**config.mk**
```make
export PLATFORM = sky130hd
export DESIGN_NAME = data_memory_arbiter
export DESIGN_NICKNAME = d
export VERILOG_FILES = /design/src/rtl/data_memory_arbiter.sv
export SDC_FILE = /design/constraint.sdc
export NUM_CORES = 1
export LEC_CHECK = 0
export BUFFER_PORTS_ARGS = -buffer_cell sky130_fd_sc_hd__buf_4
export CAP_MARGIN = 20
export CORE_MARGIN = 1
export CORE_UTILIZATION = 42
export CTS_CLUSTER_DIAMETER = 80
export DETAILED_ROUTE_END_ITERATION = 7
export MAX_ROUTING_LAYER = met4
export PLACE_DENSITY = 0.74
export SLEW_MARGIN = 20
export SYNTH_ARGS = -nofsm -noshare
export SYNTH_HDL_FRONTEND = slang
export SYNTH_SLANG_ARGS = --single-unit
```
**constraint.sdc**
```tcl
create_clock -name clk -period 3.39 [get_ports clk]
set_input_delay 0.678 -clock clk [delete_from_list [all_inputs] [get_ports clk]]
set_output_delay 0.678 -clock clk [all_outputs]
set_load 0.05 [all_outputs]
```
**src/rtl/data_memory_arbiter.sv**
```systemverilog
`default_nettype none
// +------------------------------------------------------------------------+
// | data_memory_arbiter                                                     |
// | Round-robin two-requester arbiter in front of a registered data memory. |
// | Revision: 1.0                                                           |
// +------------------------------------------------------------------------+
module data_memory_arbiter #(
  parameter int ADDR_W = 10,
  parameter int DATA_W = 32
) (
  input  logic              clk,
  input  logic              rst,
  input  logic              req0,
  input  logic              req1,
  input  logic              we0,
  input  logic              we1,
  input  logic [ADDR_W-1:0] addr0,
  input  logic [ADDR_W-1:0] addr1,
  input  logic [DATA_W-1:0] wdata0,
  input  logic [DATA_W-1:0] wdata1,
  output logic              done0,
  output logic              done1,
  output logic [DATA_W-1:0] rdata0,
  output logic [DATA_W-1:0] rdata1,
  output logic              busy,
  output logic [ADDR_W-1:0] mem_addr,
  output logic [DATA_W-1:0] mem_write_data,
  output logic              mem_memwrite,
  output logic              mem_memread,
  input  logic [DATA_W-1:0] mem_read_data
);

  typedef enum logic [1:0] {
    S_IDLE  = 2'd0,
    S_ISSUE = 2'd1,
    S_WAIT  = 2'd2,
    S_RESP  = 2'd3
  } state_t;

  state_t              r_state;
  state_t              w_next;
  logic                r_id;
  logic                r_we;
  logic                r_last;
  logic [ADDR_W-1:0]   r_addr;
  logic [DATA_W-1:0]   r_wdata;
  logic [DATA_W-1:0]   r_rdata0;
  logic [DATA_W-1:0]   r_rdata1;
  logic                w_grant;
  logic                w_gnt_id;

  // On a tie the requester not granted last wins; otherwise the lone requester.
  assign w_gnt_id = (req0 && req1) ? ~r_last : req1;
  assign w_grant  = (r_state == S_IDLE) && (req0 || req1);

  always_comb begin
    w_next = r_state;
    case (r_state)
      S_IDLE:  if (req0 || req1) w_next = S_ISSUE;
      S_ISSUE: w_next = r_we ? S_RESP : S_WAIT;
      S_WAIT:  w_next = S_RESP;
      S_RESP:  w_next = S_IDLE;
      default: w_next = S_IDLE;
    endcase
  end

  always_ff @(posedge clk or posedge rst) begin
    if (rst) begin
      r_state <= S_IDLE;
    end else begin
      r_state <= w_next;
    end
  end

  // Request fields are captured only at the grant edge and held for the access.
  always_ff @(posedge clk or posedge rst) begin
    if (rst) begin
      r_id    <= 1'b0;
      r_we    <= 1'b0;
      r_last  <= 1'b1;
      r_addr  <= '0;
      r_wdata <= '0;
    end else if (w_grant) begin
      r_id    <= w_gnt_id;
      r_we    <= w_gnt_id ? we1 : we0;
      r_last  <= w_gnt_id;
      r_addr  <= w_gnt_id ? addr1 : addr0;
      r_wdata <= w_gnt_id ? wdata1 : wdata0;
    end
  end

  always_ff @(posedge clk or posedge rst) begin
    if (rst) begin
      r_rdata0 <= '0;
      r_rdata1 <= '0;
    end else if (r_state == S_WAIT) begin
      if (r_id) r_rdata1 <= mem_read_data;
      else      r_rdata0 <= mem_read_data;
    end
  end

  // The latched address/data only change at a grant, so they hold between accesses.
  assign mem_addr       = r_addr;
  assign mem_write_data = r_wdata;
  assign mem_memwrite   = (r_state == S_ISSUE) && r_we;
  assign mem_memread    = (r_state == S_ISSUE) && !r_we;

  assign done0  = (r_state == S_RESP) && !r_id;
  assign done1  = (r_state == S_RESP) && r_id;
  assign rdata0 = r_rdata0;
  assign rdata1 = r_rdata1;
  assign busy   = (r_state != S_IDLE);

endmodule
`default_nettype wire

```
==> Flow_metrics.wiki, run 1 <==
{| class="wikitable"
! Metric !! Value
|-
| Fraction of the yosys area taken by sequential cells || 57.8%
|-
| Average instance area after synthesis || between 10 and 15 sq um
|-
| CORE AREA || 11000 sq um
|-
| Crit Path Max Fanout || 6
|-
| Cell total after placement || about 750
|-
| Clock tree from TritonCTS || yes
|-
| Diodes inserted || 0
|-
| Number of distinct library cells after synthesis || 23
|-
| Quantity of gates resized following cts || 0
|-
| Critical Path RT || between 2000 and 3000 ps
|-
| Reported max-cap violation count || 0
|-
| Setup Fix Bufs, Post-CTS || 0
|-
| Worst clock skew || approximately 10 ps
|-
| Vias per inst || between 4 and 5
|-
| Fraction of layout cells with a size suffix above 1 || 57.6%
|-
| Synth Flop Type || sky130_fd_sc_hd__dfrtp_1
|-
| Htree depth || 3
|-
| Area growth from synthesis to final layout || 44.6%
|-
| Setup repair after global routing missed its margin || no
|-
| Data arrival time at the worst-slack endpoint || 1500 ps
|-
| Number of DRC violations after detailed routing || 0
|-
| Run status || finished clean
|-
| Detailed Routing Iterations Pass 1 || 4
|-
| Combined area of all synthesized cells || a little under 5000 sq um
|-
| Rel. slew slack || 36.8%
|-
| Final Cell Area || 6950 sq um
|-
| Worst-path clk slew || 80 ps
|-
| Power per Cell Area || 1270 nW/um^2
|-
| Worst min-delay path category || primary input to asynchronous set/reset pin
|-
| Filler Cells Inserted || 877
|-
| Post-Layout Cell Count || 769
|-
| Top cells by area, synth || sky130_fd_sc_hd__dfrtp_1, sky130_fd_sc_hd__mux2_2, sky130_fd_sc_hd__a21oi_2, sky130_fd_sc_hd__a21oi_1, sky130_fd_sc_hd__nand2_1
|-
| Count of endpoints failing setup in the final report || 0
|-
| Average wire per cell in the routed design || 16.1 microns
|-
| CP Capture Type || output pin
|-
| IR Drop Worst-Case VDD || around 0.91 mV
|-
| Wire length of the first global-routing pass || 19.1 mm
|-
| Die Span X || 109 microns
|-
| Setup crit start kind || flop
|-
| Most frequent cell after synthesis || sky130_fd_sc_hd__dfrtp_1
|-
| Max-slew violation count || 0
|-
| Clock root buffer || sky130_fd_sc_hd__clkbuf_16
|-
| Fraction of synthesis flops using an asynchronous set or reset pin || 100%
|-
| Type of the worst setup path || flop to output pin
|-
| Post-CTS Hold Buffers || 0
|-
| Number of placement rows || 38
|-
| Count of yosys warnings during synthesis || 0
|-
| Ports || 233
|-
| Number of sinks handled by clock tree synthesis || 111
|-
| Overall via count from detail_route || approximately 3800
|-
| Fin crit share || 64.3%
|-
| ANT nets after route || 0
|-
| Fraction of synthesized cell area taken by the top area cell type || 57.3%
|-
| Maximum clock rate || 459 MHz
|-
| Standby leakage power || 0.00330 uW
|-
| Final hold viol count || 0
|-
| Total Power Consumption || 8810 uW
|-
| HPWL Detailed || about 9.0 mm
|-
| Library cell with the largest summed area after synthesis || sky130_fd_sc_hd__dfrtp_1
|-
| Clock network latency to the later pin of the worst-skew pair || around 350 ps
|-
| Time the worst path needs with I/O delays and setup || 2180 ps
|-
| Net Count, Synth || 528
|-
| Largest net degree at the start of global routing || 50
|-
| Transition at the pin with the smallest max-transition slack || 946 ps
|-
| #FFs+latches synth || 111
|-
| Overall die area || ~12000 sq um
|-
| Clock buffers created by TritonCTS || 9
|-
| Vias in the first global route || between 3000 and 4000
|-
| Leftover overflow at the end of global routing || 0
|-
| Global Route Usage Sum || 21.9%
|-
| Die height || 109 microns
|-
| Number of cells produced by synthesis || 401
|-
| Largest buffer count on any clock path || 2
|-
| Number of DRC markers after the initial detailed-route iteration || 172
|-
| Initial antenna violation count || 0
|-
| Fin Setup TNS || 0 ps
|-
| Placer congestion estimate || roughly 0.82
|-
| Final nets || 751
|-
| Final routed wirelength across all metal layers || between 10 and 15 mm
|-
| Number of synthesized flops with an enable pin || 0
|-
| Starting density of the core || 43.8%
|-
| Area after detailed placement || 6600 sq um
|-
| Synth cell count leaders || sky130_fd_sc_hd__dfrtp_1, sky130_fd_sc_hd__mux2_2, sky130_fd_sc_hd__a21oi_1
|-
| Port bufs || 232
|}
==> flip-flops by register name, summed over array words and instances, names as in the netlist <==
name and flops:
mem_write_data 32, rdata0 32, mem_addr 10, r_we 1, r_id 1, rdata1 32, r_state 2, r_last 1
==> through the flow <==
step | utilization [%] | hold slack (ps) | setup WS [ps]
floorplan | - | 505 | 1360
global placement | 60.1 | 471 | 1230
detailed placement | 60.1 | 487 | 1140
CTS | 63.0 | 366 | 1180
global route | 63.3 | 380 | 1070
finish | 63.3 | 351 | 1210
==> report_power, final <==
| group | internal (uW) | switching, uW |
|---|---|---|
| Combinational | 1750 | 3560 |
| Sequential | 2020 | 386 |
| Clock | 619 | 486 |
==> kinds of logic (layout without fill, tap and decap cells) <==
kind of cell	Yosys count	count (layout)	share of synthesized area (%)
muxes	65	65	15.2
adders and majority gates	5	5	1.30
AOI/OAI and AO/OA	95	95	13.8
and+or+nand+nor	95	95	7.76
buffers and inverters	30	258	4.06
DFF	111	111	57.8
==> layout make-up <==
| type | count | area, sq um | area share (%) |
|---|---|---|---|
| inverter | 4 | 18.8 | 0.270 |
| multi-input combinational | 260 | 1840 | 26.5 |
| clock inverter | 5 | 63.8 | 0.918 |
| sequential | 111 | 2780 | 40.0 |
| timing repair buffer | 238 | 1820 | 26.2 |
| tap | 140 | 175 | 2.52 |
| clock buffer | 11 | 253 | 3.64 |
==> critical path, cell delays in order, from the launching register on <==
cell,delay [ps]
sky130_fd_sc_hd__dfrtp_1,430
sky130_fd_sc_hd__inv_1,120
sky130_fd_sc_hd__ha_1,320
sky130_fd_sc_hd__inv_1,90
sky130_fd_sc_hd__buf_4,200
==> layer usage <==
metal,wire [microns],share of wire (%),GRT usage [%],vias up
li1,-,-,-,1809
met1,4900,40,25.3,1822
met2,6080,49,36.1,179
met3,1060,8.5,5.20,25
met4,353,2.8,9.75,0
met5,0,0,-,-
==> cells in the final DEF (no fill, tap or decap) <==
master | synthesis | final
sky130_fd_sc_hd__clkinv_4 | 0 | 2
sky130_fd_sc_hd__bufinv_16 | 0 | 1
sky130_fd_sc_hd__a21bo_2 | 1 | 1
sky130_fd_sc_hd__a31oi_1 | 1 | 1
sky130_fd_sc_hd__nand2_1 | 45 | 45
sky130_fd_sc_hd__o31ai_1 | 2 | 2
sky130_fd_sc_hd__nor2b_1 | 3 | 2
sky130_fd_sc_hd__ha_1 | 5 | 5
sky130_fd_sc_hd__mux2_1 | 3 | 3
sky130_fd_sc_hd__a21boi_4 | 1 | 1
sky130_fd_sc_hd__clkinvlp_4 | 0 | 2
sky130_fd_sc_hd__dfstp_2 | 1 | 1
sky130_fd_sc_hd__a21oi_2 | 40 | 40
sky130_fd_sc_hd__o21ai_4 | 1 | 1
sky130_fd_sc_hd__nor3b_1 | 1 | 1
sky130_fd_sc_hd__nor2_1 | 44 | 44
sky130_fd_sc_hd__inv_1 | 4 | 3
sky130_fd_sc_hd__o21ai_1 | 1 | 1
sky130_fd_sc_hd__dfrtp_1 | 110 | 110
sky130_fd_sc_hd__a21oi_1 | 47 | 47
sky130_fd_sc_hd__buf_16 | 0 | 1
sky130_fd_sc_hd__inv_6 | 0 | 1
sky130_fd_sc_hd__clkbuf_16 | 0 | 9
sky130_fd_sc_hd__and2_1 | 2 | 2
sky130_fd_sc_hd__buf_4 | 0 | 236
sky130_fd_sc_hd__buf_12 | 0 | 1
sky130_fd_sc_hd__mux2_2 | 62 | 62
sky130_fd_sc_hd__nor2b_4 | 0 | 1
sky130_fd_sc_hd__clkbuf_8 | 0 | 2
sky130_fd_sc_hd__o21a_1 | 1 | 1
==> path summary, 6_finish.rpt <==
path / cells after the start / slack (ps) / endpoint / startpoint
setup / recovery: 4 / 1210 / busy / r_state[0]$_DFFE_PP0P_
hold / removal: 2 / 350 / rdata0[18]$_DFFE_PP0P_ / rst
setup reg to reg: 4 / 1340 / rdata0[15]$_DFFE_PP0P_ / r_state[0]$_DFFE_PP0P_
hold reg to reg: 1 / 500 / rdata0[24]$_DFFE_PP0P_ / rdata0[24]$_DFFE_PP0P_
max in group asynchronous: 3 / 2160 / rdata0[23]$_DFFE_PP0P_ / rst
min in group clk: 1 / 500 / rdata0[24]$_DFFE_PP0P_ / rdata0[24]$_DFFE_PP0P_
Power figures use the tool's default switching activity.
==> run 2, diff against run 1 <==
==> constraint.sdc (replaced) <==
create_clock -name clk -period 2 [get_ports clk]
set_input_delay 0.4 -clock clk [delete_from_list [all_inputs] [get_ports clk]]
set_output_delay 0.4 -clock clk [all_outputs]
set_load 0.05 [all_outputs]
==> run 2 against run 1 <==
Power is 70% higher. Die area stayed put. Non-clock buffer count is 1 higher. Design area is 0.76% higher. Final cell count is 0.13% higher. First-iteration DRC count is 13% higher. Combinational power is 72% higher. Clock skew is 2.3 ps lower. Critical path depth stayed put. Critical path type unchanged.
==> Flow_metrics.wiki, run 2 (synthesized netlist as in run 1, its figures left out) <==
{| class="wikitable"
! Metric !! Value
|-
| Run status || finished clean (unchanged)
|-
| Most used cells in the layout excluding fill and tap cells || sky130_fd_sc_hd__buf_4, sky130_fd_sc_hd__dfrtp_1, sky130_fd_sc_hd__mux2_2 (unchanged)
|-
| Worst clock skew || 7.45 ps (was 9.77 ps)
|-
| Max-slew violation count || 0 (unchanged)
|-
| Overall die area || 11900 sq um (unchanged)
|-
| Rel. slew slack || 60.8% (was 36.8%)
|-
| Vias in the first global route || 3831 (was 3985)
|-
| Final nets || 752 (was 751)
|-
| Transition at the pin with the smallest max-transition slack || 588 ps (was 946 ps)
|-
| Clock buffers created by TritonCTS || 9 (unchanged)
|-
| Leftover overflow at the end of global routing || 0 (unchanged)
|-
| Ports || 233 (unchanged)
|-
| Placer congestion estimate || 0.764 (was 0.815)
|-
| Critical Path RT || 1600 ps (was 2710 ps)
|-
| Count of endpoints failing setup in the final report || 0 (unchanged)
|-
| Worst min-delay path category || primary input to asynchronous set/reset pin (unchanged)
|-
| Final routed wirelength across all metal layers || 12.2 mm (was 12.4 mm)
|-
| Crit Path Max Fanout || 6 (unchanged)
|-
| Type of the worst setup path || flop to output pin (unchanged)
|-
| Number of DRC violations after detailed routing || 0 (unchanged)
|-
| IR Drop Worst-Case VDD || 1.30 mV (was 0.907 mV)
|-
| Largest buffer count on any clock path || 2 (unchanged)
|-
| Maximum clock rate || 545 MHz
|-
| Worst setup timing slack at the placement stage || 136 ps (was 1140 ps)
|-
| Fraction of layout cells with a size suffix above 1 || 57.6% (about the same)
|-
| Post-layout worst setup margin || 164 ps (was 1210 ps)
|-
| Largest net degree at the start of global routing || 112 (was 50)
|-
| Standby leakage power || 0.00332 uW (was 0.00330 uW)
|-
| Overall via count from detail_route || 3813 (was 3835)
|-
| Clock tree from TritonCTS || yes (unchanged)
|-
| Setup slack on the worst flop-to-flop path || 250 ps (was 1340 ps)
|-
| Fin crit share || 91.8%
|-
| Global Route Usage Sum || 21.2% (was 21.9%)
|-
| Port bufs || 232 (unchanged)
|-
| Initial antenna violation count || 0 (unchanged)
|-
| Setup crit start kind || flop (unchanged)
|-
| Number of sinks handled by clock tree synthesis || 111 (unchanged)
|-
| Data arrival time at the worst-slack endpoint || 1440 ps (was 1500 ps)
|-
| Detailed Routing Iterations Pass 1 || 4 (unchanged)
|-
| Number of DRC markers after the initial detailed-route iteration || 195 (was 172)
|-
| Clock root buffer || sky130_fd_sc_hd__clkbuf_16 (unchanged)
|-
| CORE AREA || 11000 sq um (unchanged)
|-
| Power per Cell Area || 2140 nW/um^2 (was 1270 nW/um^2)
|-
| Leading cell type in the layout, fill and taps excluded || sky130_fd_sc_hd__buf_4 (unchanged)
|-
| HPWL Detailed || 8.76 mm (was 8.98 mm)
|-
| Reported max-cap violation count || 0 (unchanged)
|-
| Die height || 109 microns (unchanged)
|-
| CP Capture Type || output pin (unchanged)
|-
| Total Power Consumption || 15000 uW (was 8810 uW)
|-
| Htree depth || 3 (unchanged)
|-
| Die Span X || 109 microns (unchanged)
|-
| Wire length of the first global-routing pass || 18.6 mm (was 19.1 mm)
|-
| Clock network latency to the later pin of the worst-skew pair || 340 ps (was 350 ps)
|-
| Worst-path clk slew || 70 ps (was 80 ps)
|-
| Average wire per cell in the routed design || 15.8 microns (was 16.1 microns)
|-
| Diodes inserted || 0 (unchanged)
|-
| Filler Cells Inserted || 869 (was 877)
|-
| Fin Setup TNS || 0 ps (unchanged)
|-
| Number of placement rows || 38 (unchanged)
|-
| Time the worst path needs with I/O delays and setup || 1840 ps
|-
| Setup repair after global routing missed its margin || no (unchanged)
|-
| ANT nets after route || 0 (unchanged)
|-
| Area growth from synthesis to final layout || 45.7% (was 44.6%)
|-
| Starting density of the core || 43.8% (unchanged)
|-
| Vias per inst || 4.95 (was 4.99)
|-
| Final hold viol count || 0 (unchanged)
|}
-- run 2: changes by cell type in the layout (fill, tap and decap cells not counted), sizes merged --
| cell | delta |
|---|---|
| clkbuf | -1 |
| clkinvlp | +1 |
| clkinv | -1 |
| buf | +1 |
| inv | +1 |
-- run 2: stage by stage --
step | area, sq um | instances | utilization, % | hold WS, ps
2_1_floorplan | 4810 | 401 | - | 505
3_3_place_gp | 6670 | 753 | 60.8 | 475
3_5_place_dp | 6670 | 753 | 60.8 | 481
4_1_cts | 6970 | 769 | 63.5 | 266
5_1_grt | 7000 | 770 | 63.7 | 280
6_report | 7000 | 770 | 63.7 | 235
-- run 2: what timing repair did --
action,CTS,global route
setup endpoints to repair,0,1
setup buffers,0,0
resized for setup,0,1
hold buffers,0,0
-- run 2: worst max-delay path, stage by stage, from the launching register on --
cell                      delay [ps]
sky130_fd_sc_hd__dfrtp_1         430
sky130_fd_sc_hd__inv_1           130
sky130_fd_sc_hd__ha_2            270
sky130_fd_sc_hd__inv_1            70
sky130_fd_sc_hd__buf_4           190
-- run 2: cell type report --
cell class	count	area, sq um	share of cell area, %
inverters	4	18.8	0.268
well taps	140	175	2.50
multi-input cells	260	1840	26.3
repair buffers	239	1890	27.0
clock inverters	6	67.6	0.965
flip-flops and latches	111	2780	39.7
clock buffers	10	229	3.27
-- run 2: path summary, 6_finish.rpt --
path                                          end                    from  cells past startpoint
max                                          busy  r_state[0]$_DFFE_PP0P_                      4
min                        rdata1[12]$_DFFE_PP0P_                     rst                      3
max reg2reg                rdata0[13]$_DFFE_PP0P_  r_state[0]$_DFFE_PP0P_                      5
min reg2reg                rdata0[24]$_DFFE_PP0P_  rdata0[24]$_DFFE_PP0P_                      1
max in group asynchronous        r_id$_DFFE_PP0P_                     rst                      3
min in group clk           rdata0[24]$_DFFE_PP0P_       mem_read_data[24]                      2
-- run 2: per-layer routing --
layer  vias to the layer above  wire length (microns)  global-route usage [%]
li1                       1807                      -                       -
met1                      1821                   5140                    26.2
met2                       169                   5860                    34.5
met3                        16                    964                    3.77
met4                         0                    231                    8.40
met5                         -                      0                       -
-- run 2: where the power goes --
part | internal, uW | switching (uW) | leakage (uW)
Sequential | 3420 | 651 | 0.00128
Clock | 980 | 813 | 0.000139
Combinational | 3090 | 6050 | 0.00190
Total | 7490 | 7520 | 0.00332
